## config.mk

```make
export PLATFORM = sky130hd
export DESIGN_NAME = amp_sequencer
export DESIGN_NICKNAME = d
export VERILOG_FILES = /design/src/rtl/amp_sequencer.sv
export SDC_FILE = /design/constraint.sdc
export NUM_CORES = 1
export LEC_CHECK = 0
export CORE_MARGIN = 2
export CORE_UTILIZATION = 50
export DETAILED_ROUTE_END_ITERATION = 7
export PLACE_DENSITY = 0.72
export SKIP_LAST_GASP = 1
export SYNTH_ARGS = -nofsm -noshare
export SYNTH_HDL_FRONTEND = slang
export SYNTH_SLANG_ARGS = --single-unit
export TNS_END_PERCENT = 1
```

## constraint.sdc

```tcl
create_clock -name clk_in -period 4.9 [get_ports clk_in]
set_input_delay 1.225 -clock clk_in [delete_from_list [all_inputs] [get_ports clk_in]]
set_output_delay 1.225 -clock clk_in [all_outputs]
set_load 0.01 [all_outputs]
```

## src/rtl/amp_sequencer.sv

```systemverilog
// Multi-channel amplifier power sequencer: enable, config request, per-channel unmute,
// orderly mute-before-shutdown, and fault handling with bounded auto-retry and lockout.
// Every output is registered. A timed state loaded with N lasts exactly N cycles.
module amp_sequencer #(
  parameter int N_CH          = 2,
  parameter int TIMER_W       = 16,
  parameter int ENABLE_CYCLES = 1000,
  parameter int CFG_TIMEOUT   = 5000,
  parameter int RETRY_CYCLES  = 20000,
  parameter int MUTE_CYCLES   = 500,
  parameter int MAX_RETRY     = 3,
  parameter int RW            = 2
) (
  input  logic            clk_in,
  input  logic            reset_in,
  input  logic            start_in,
  input  logic            audio_locked_in,
  input  logic [N_CH-1:0] nerror_in,
  input  logic [N_CH-1:0] ch_mask_in,
  input  logic            cfg_ack_in,
  output logic            nenable_out,
  output logic [N_CH-1:0] nmute_out,
  output logic            send_config_out,
  output logic            fault_out,
  output logic            lockout_out,
  output logic [RW-1:0]   retry_cnt_out,
  output logic [2:0]      state_out
);

  typedef enum logic [2:0] {
    INIT        = 3'd0,
    ENABLE_WAIT = 3'd1,
    SEND_CFG    = 3'd2,
    RUN         = 3'd3,
    FAULT       = 3'd4,
    RETRY_WAIT  = 3'd5,
    LOCKOUT     = 3'd6,
    SHUTDOWN    = 3'd7
  } state_t;

  // The timer holds "cycles remaining after this one", so each load is N-1.
  localparam logic [TIMER_W-1:0] ENABLE_LOAD = TIMER_W'(ENABLE_CYCLES - 1);
  localparam logic [TIMER_W-1:0] CFG_LOAD    = TIMER_W'(CFG_TIMEOUT - 1);
  localparam logic [TIMER_W-1:0] RETRY_LOAD  = TIMER_W'(RETRY_CYCLES - 1);
  localparam logic [TIMER_W-1:0] MUTE_LOAD   = TIMER_W'(MUTE_CYCLES - 1);
  localparam logic [RW-1:0]      RETRY_MAX   = RW'(MAX_RETRY);

  state_t             state, next_state;
  logic [TIMER_W-1:0] timer, next_timer;
  logic [RW-1:0]      retry_cnt, next_retry;
  logic               timer_zero;
  logic               ch_fault;

  logic               next_nenable;
  logic [N_CH-1:0]    next_nmute;
  logic               next_send_config;
  logic               next_fault;
  logic               next_lockout;

  assign timer_zero = (timer == '0);
  // Faults on channels that are masked out are not our concern.
  assign ch_fault   = |(ch_mask_in & ~nerror_in);

  // State register plus the registered copies of every output.
  always_ff @(posedge clk_in) begin
    if (reset_in) begin
      state           <= INIT;
      timer           <= '0;
      retry_cnt       <= '0;
      nenable_out     <= 1'b1;
      nmute_out       <= '0;
      send_config_out <= 1'b0;
      fault_out       <= 1'b0;
      lockout_out     <= 1'b0;
    end else begin
      state           <= next_state;
      timer           <= next_timer;
      retry_cnt       <= next_retry;
      nenable_out     <= next_nenable;
      nmute_out       <= next_nmute;
      send_config_out <= next_send_config;
      fault_out       <= next_fault;
      lockout_out     <= next_lockout;
    end
  end

  // Next state, timer reload/countdown and retry accounting.
  always_comb begin
    next_state = state;
    next_timer = timer_zero ? timer : timer - 1'b1;
    next_retry = retry_cnt;
    case (state)
      INIT: begin
        if (start_in) begin
          next_state = ENABLE_WAIT;
          next_timer = ENABLE_LOAD;
        end
      end
      ENABLE_WAIT: begin
        if (!start_in) begin
          next_state = SHUTDOWN;
          next_timer = MUTE_LOAD;
        end else if (timer_zero) begin
          next_state = SEND_CFG;
          next_timer = CFG_LOAD;
        end
      end
      SEND_CFG: begin
        // An ack arriving on the timeout cycle still counts.
        if (!start_in) begin
          next_state = SHUTDOWN;
          next_timer = MUTE_LOAD;
        end else if (cfg_ack_in) begin
          next_state = RUN;
        end else if (timer_zero) begin
          next_state = FAULT;
        end
      end
      RUN: begin
        if (ch_fault) begin
          next_state = FAULT;
        end else if (!start_in) begin
          next_state = SHUTDOWN;
          next_timer = MUTE_LOAD;
        end
      end
      SHUTDOWN: begin
        if (timer_zero) next_state = INIT;
      end
      FAULT: begin
        if (retry_cnt == RETRY_MAX) begin
          next_state = LOCKOUT;
        end else begin
          next_state = RETRY_WAIT;
          next_timer = RETRY_LOAD;
          next_retry = retry_cnt + 1'b1;
        end
      end
      RETRY_WAIT: begin
        if (!start_in) begin
          next_state = INIT;
        end else if (timer_zero) begin
          next_state = ENABLE_WAIT;
          next_timer = ENABLE_LOAD;
        end
      end
      LOCKOUT: begin
        if (!start_in) next_state = INIT;
      end
      default: next_state = INIT;
    endcase
    // Retries are forgotten whenever the sequence returns to INIT.
    if (next_state == INIT) next_retry = '0;
  end

  // Output values for the state being entered; unmute only while staying in RUN.
  always_comb begin
    next_nenable     = 1'b1;
    next_nmute       = '0;
    next_send_config = 1'b0;
    next_fault       = 1'b0;
    next_lockout     = 1'b0;
    case (next_state)
      ENABLE_WAIT: next_nenable = 1'b0;
      SEND_CFG: begin
        next_nenable     = 1'b0;
        next_send_config = 1'b1;
      end
      RUN: begin
        next_nenable = 1'b0;
        if (state == RUN) next_nmute = {N_CH{audio_locked_in}} & ch_mask_in & nerror_in;
      end
      SHUTDOWN:   next_nenable = 1'b0;
      FAULT:      next_fault   = 1'b1;
      RETRY_WAIT: next_fault   = 1'b1;
      LOCKOUT:    next_lockout = 1'b1;
      default:    next_nenable = 1'b1;
    endcase
  end

  assign retry_cnt_out = retry_cnt;
  assign state_out     = state;

endmodule

```

# Word-level counts from Yosys, hierarchy flattened
# Index checks and enable logic that the tools add are counted.
# W data, S select, Z words.
dict set report op_classes {
  n_addsub 2
  muxes 28
  n_reduce_logical 9
  bitwise 7
  n_eq_ne 15
}
# op n
set ops {}
lappend ops {{$mux W16} 9}
lappend ops {{$pmux W16 S6} 1}
lappend ops {{$mux W3} 12}
lappend ops {{$eq A3 B3 Y1 const B} 8}
lappend ops {{$pmux W3 S8} 1}
lappend ops {{$logic_not A16 Y1} 1}
lappend ops {{$sub A16 B1 Y16 const B} 1}
lappend ops {{$eq A3 B2 Y1 const B} 4}
lappend ops {{$and A2 B2 Y2} 3}
lappend ops {{$eq A3 B1 Y1 const B} 2}
lappend ops {{$logic_not A3 Y1} 2}
lappend ops {{$reduce_or A2 Y1} 3}
lappend ops {{$mux W1} 4}
lappend ops {{$reduce_or A4 Y1} 1}
lappend ops {{$not A1 Y1} 3}
lappend ops {{$reduce_or A3 Y1} 1}
lappend ops {{$add A2 B1 Y2 const B} 1}
lappend ops {{$eq A2 B2 Y1 const B} 1}
lappend ops {{$mux W2} 1}
lappend ops {{$not A2 Y2} 1}
lappend ops {{$reduce_and A2 Y1} 1}
dict set report word_totals {
  wordCells 69
  input_bits 9
  out_inout_bits 11
  reg_bits 27
}

# Longest topological paths before layout
dict set report depth {
  word_depth 8
  ltp_mapped 9
  ltp_nobuf 9
}

# Worst setup path after synthesis
# No wires, ideal clock.
dict set report synth_path {
  path_kind {input-to-reg}
  start {input ch_mask_in[1]}
  end {register retry_cnt[1] (netlist: retry_cnt_out[1])}
  path_buffers 1
  t_arrival_ps 2746
  path_slack_ps 2068
  setup_ps 86
  required_ps 4814
  cell_stages 7
  cell_sequence {nor2b_1 -> or3_1 -> mux4_2 -> o31a_1 -> and2_4 -> buf_6 -> a221oi_2}
}
dict set report synth_between {
  elab_chain_cells 6
}
# item line_no
set synth_lines {}
lappend synth_lines {{start: declaration} 19} ;# input logic [N_CH-1:0] ch_mask_in,
lappend synth_lines {{$and A2 B2 Y2} 62} ;# assign ch_fault = |(ch_mask_in & ~nerror_in);
lappend synth_lines {{$reduce_or A2 Y1} 62}
lappend synth_lines {{$mux W3} 120} ;# if (ch_fault) begin
lappend synth_lines {{$pmux W3 S8} 92} ;# case (state)
lappend synth_lines {{$logic_not A3 Y1} 153} ;# if (next_state == INIT) next_retry = '0;
lappend synth_lines {{$reduce_or A2 Y1 (no line)} --}
lappend synth_lines {{end signal: assignment} 78} ;# retry_cnt <= next_retry;
lappend synth_lines {{end: declaration} 50} ;# logic [RW-1:0] retry_cnt, next_retry;
# Every way passes these cells.
# A chain may end at the register's enable or synchronous reset.

# Worst setup path in the final report
dict set report layout_path {
  start {input start_in}
  end {register retry_cnt[1] (netlist: retry_cnt_out[1])}
}
dict set report layout_between {
  elab_chain_cells 5
  word_cells_on_any_way 10
  cone_classes {mux (8); reduce/logical (2)}
}
# item line_no
set layout_lines {}
lappend layout_lines {{start: declaration} 16} ;# input logic start_in,
lappend layout_lines {{$mux W3} 122} ;# end else if (!start_in) begin
lappend layout_lines {{$mux W3} 120}
lappend layout_lines {{$pmux W3 S8 *} 92}
lappend layout_lines {{$logic_not A3 Y1 *} 153}
lappend layout_lines {{$reduce_or A2 Y1 (no line) *} --}
# Every way passes the cells marked *; elsewhere a longest branch is shown, timed or not.

==> results.yml <==
routing:
  drc: 0
  vias_per_cell: 5.94
  dr.pass1.iters: 5
  num_vias: 1686
  drtAntennaViolNets: 0
  wire_per_inst_um: 15.2
  drt_wl_total_um: 4330
  route.met3.wl_um: 263
  top_layer: "met4"
  wl_met2_um: 1860
  drt_iter0_drc: 94
  wl_met1_um: 2160
setup_path:
  r2r-start: "timer[0]$_SDFF_PP0_"
  crit_fanout: 16
  r2r_slack_ns: 2.28
  endpoint_kind: "register"
  startpoint: "start_in"
  reg2reg_to: "retry_cnt_out[0]$_SDFFE_PP0P_"
  r2r_cells: 8
  startpoint_type: "input port"
  endpoint: "retry_cnt_out[1]$_SDFFE_PP0P_"
  criticalPathCategory: "in -> reg"
  worstPathRequired_ns: 5.15
  critPathArrivalTime_ns: 3.37
timing:
  relSlewSlack: 0.375
  hold_viol: 0
  final-setup-viol-count: 0
  max_freq_ghz: 0.320
  finalCriticalPeriod_ns: 3.12
  clock_skew_ns: 0.00813
  tightest_slew_ns: 0.934
  rsz0062_at_grt: "no"
  hold_slack_ns: 0.510
  setup_tns_ns: 0
  slew_viol_final: 0
  fin_crit_sh: 0.637
floorplanning:
  rows: 21
  die-width_um: 63.8
  start_util: 0.528
  dieArea_mm2: 0.00408
  boundaryPins: 20
  core_mm2: 0.00339
  die_h_um: 63.8
final_layout:
  n_fill_cell: 313
  ff_latch_area_um2: 541
  antenna_cells: 0
  layout.nets: 251
  multiInputGateArea_mm2: 0.00116
  drive_gt1_frac: 0.101
  syn2layout_area_growth_pct: 12.7
  fin_util: 0.595
  fin_area_mm2: 0.00202
cts:
  cts_resized: 0
  path_clk_slew_ns: 0.15
  cts-buffers-inserted: 3
  cts.sinks: 27
  clock_latency_ns: 0.33
  cts_hold_buf: 0
  cts.htree.levels: 1
  clockBufferDepth: 2
  clk_root_buffer_cell: "clkbuf_4"
  cts_tree: "done"
  post_cts_buffers: 0
global_routing:
  grt_pass1_wl_um: 7790
  grt_pass1_vias: 1627
  grt_max_degree: 24
  overflow: 0
  grt_antenna_before_repair: 0
  grt_use_total: 0.235
synth:
  ys_async_sr_fraction: 0
  ys_seq_elements: 27
  ys_types: 55
  netlist_area_mm2: 0.00179
  synth-edff-count: 0
  yosysSeqAreaShare: 0.302
  synth_cells: 226
  synth_warnings: 0
  syn_avg_cell_area_um2: 7.92
  ys.flop_type: "dfxtp_1"
  synth.net_count: 238
pwr:
  ir_drop_mv: 0.258
  powerDensity_mw_per_mm2: 413
  p_leak_uw: 0.000721
min_path:
  hp-class: "reg -> reg"
placed_design:
  place_hpwl_um: 3260
  io_buffers: 19
  place_congestion: 0.860
  dpl_cell_area_mm2: 0.00199
job:
  max_cap_violations: 0
outcome:
  status: "finished clean"
layout by cell type, fill, tap and decap left out, types with 6 or more instances in the layout:
| master | count |
|---|---|
| dfxtp_1 | 27 |
| nand2_1 | 19 |
| a21oi_1 | 19 |
| clkdlybuf4s50_1 | 19 |
| nor2_1 | 16 |
| nor3_1 | 13 |
| inv_1 | 10 |
| o21ai_0 | 10 |
| or3_1 | 9 |
| nand3_1 | 9 |
| nor2b_1 | 6 |
| xnor2_1 | 6 |
registers in the layout (all words and copies together), names as in the netlist:
| register | cells |
|---|---|
| timer | 16 |
| state_out | 3 |
| nmute_out | 2 |
| retry_cnt_out | 2 |
| fault_out | 1 |
| lockout_out | 1 |
| nenable_out | 1 |
| send_config_out | 1 |
per-stage QoR:
step	power (µW)	cells	setup slack, ns
detailed placement	735	280	1.46
finish	834	284	1.78
global route	904	284	1.58
global placement	730	280	1.51
floorplan	633	226	2.07
CTS	832	284	1.81
power by group:
part,switching [µW],internal (µW),total (µW)
Combinational,227,180,407
Clock,67.6,31.9,99.6
Sequential,65.6,262,328
layout make-up:
type | count | share of cell area
clock buffer | 4 | 0.0130
inverter | 10 | 0.0186
multi-input combinational | 177 | 0.574
sequential | 27 | 0.268
tap | 46 | 0.0285
timing repair buffer | 20 | 0.0980
worst max-delay path: stages:
cell	delay [ns]
clkdlybuf4s50_1	0.66
inv_1	0.27
nand2_1	0.14
mux4_2	0.48
o31a_1	0.15
and2_4	0.20
a221oi_2	0.23
Yosys cell counts (all sizes together), types with 4 or more instances:
cell type | count | area (µm²)
dfxtp | 27 | 541
a21oi | 19 | 95.1
nand2 | 19 | 71.3
nor2 | 16 | 60.1
nor3 | 15 | 91.3
nand3 | 11 | 65.1
o21ai | 11 | 55.1
inv | 10 | 37.5
or3 | 9 | 56.3
nor4 | 8 | 86.3
clkbuf | 7 | 26.3
nor2b | 6 | 37.5
xnor2 | 6 | 52.6
buf | 5 | 27.5
xor2 | 5 | 43.8
a21o | 4 | 30.0
a31oi | 4 | 25.0
kinds of logic (layout without fill, tap and decap cells):
logic type,after synthesis,after routing,synth area share
compound gates,59,59,0.215
xor+xnor,11,11,0.0538
fa+ha+maj,4,4,0.0266
buf+inv,22,34,0.0510
flops,27,27,0.302
mux,1,1,0.0126
simple gates,102,102,0.339
layer usage:
| metal | vias to the layer above | GRT usage |
|---|---|---|
| li1 | 845 | - |
| met1 | 777 | 0.356 |
| met2 | 58 | 0.353 |
| met3 | 6 | 0.0229 |
| met4 | 0 | 0.0652 |
| met5 | - | 0 |
how the worst min path moves through the flow:
| stage | startpoint | endpoint | slack [ns] | depth (start not counted) |
|---|---|---|---|---|
| after floorplan | retry_cnt_out[1]$_SDFFE_PP0P_ | retry_cnt_out[1]$_SDFFE_PP0P_ | 0.52 | 2 |
| after global placement | retry_cnt_out[1]$_SDFFE_PP0P_ | retry_cnt_out[1]$_SDFFE_PP0P_ | 0.49 | 2 |
| after detailed placement | retry_cnt_out[1]$_SDFFE_PP0P_ | retry_cnt_out[1]$_SDFFE_PP0P_ | 0.49 | 2 |
| after CTS | retry_cnt_out[1]$_SDFFE_PP0P_ | retry_cnt_out[1]$_SDFFE_PP0P_ | 0.51 | 2 |
| after global routing | retry_cnt_out[1]$_SDFFE_PP0P_ | retry_cnt_out[1]$_SDFFE_PP0P_ | 0.54 | 2 |
| final | retry_cnt_out[1]$_SDFFE_PP0P_ | retry_cnt_out[1]$_SDFFE_PP0P_ | 0.51 | 2 |
(Power assumes the default switching activity.)
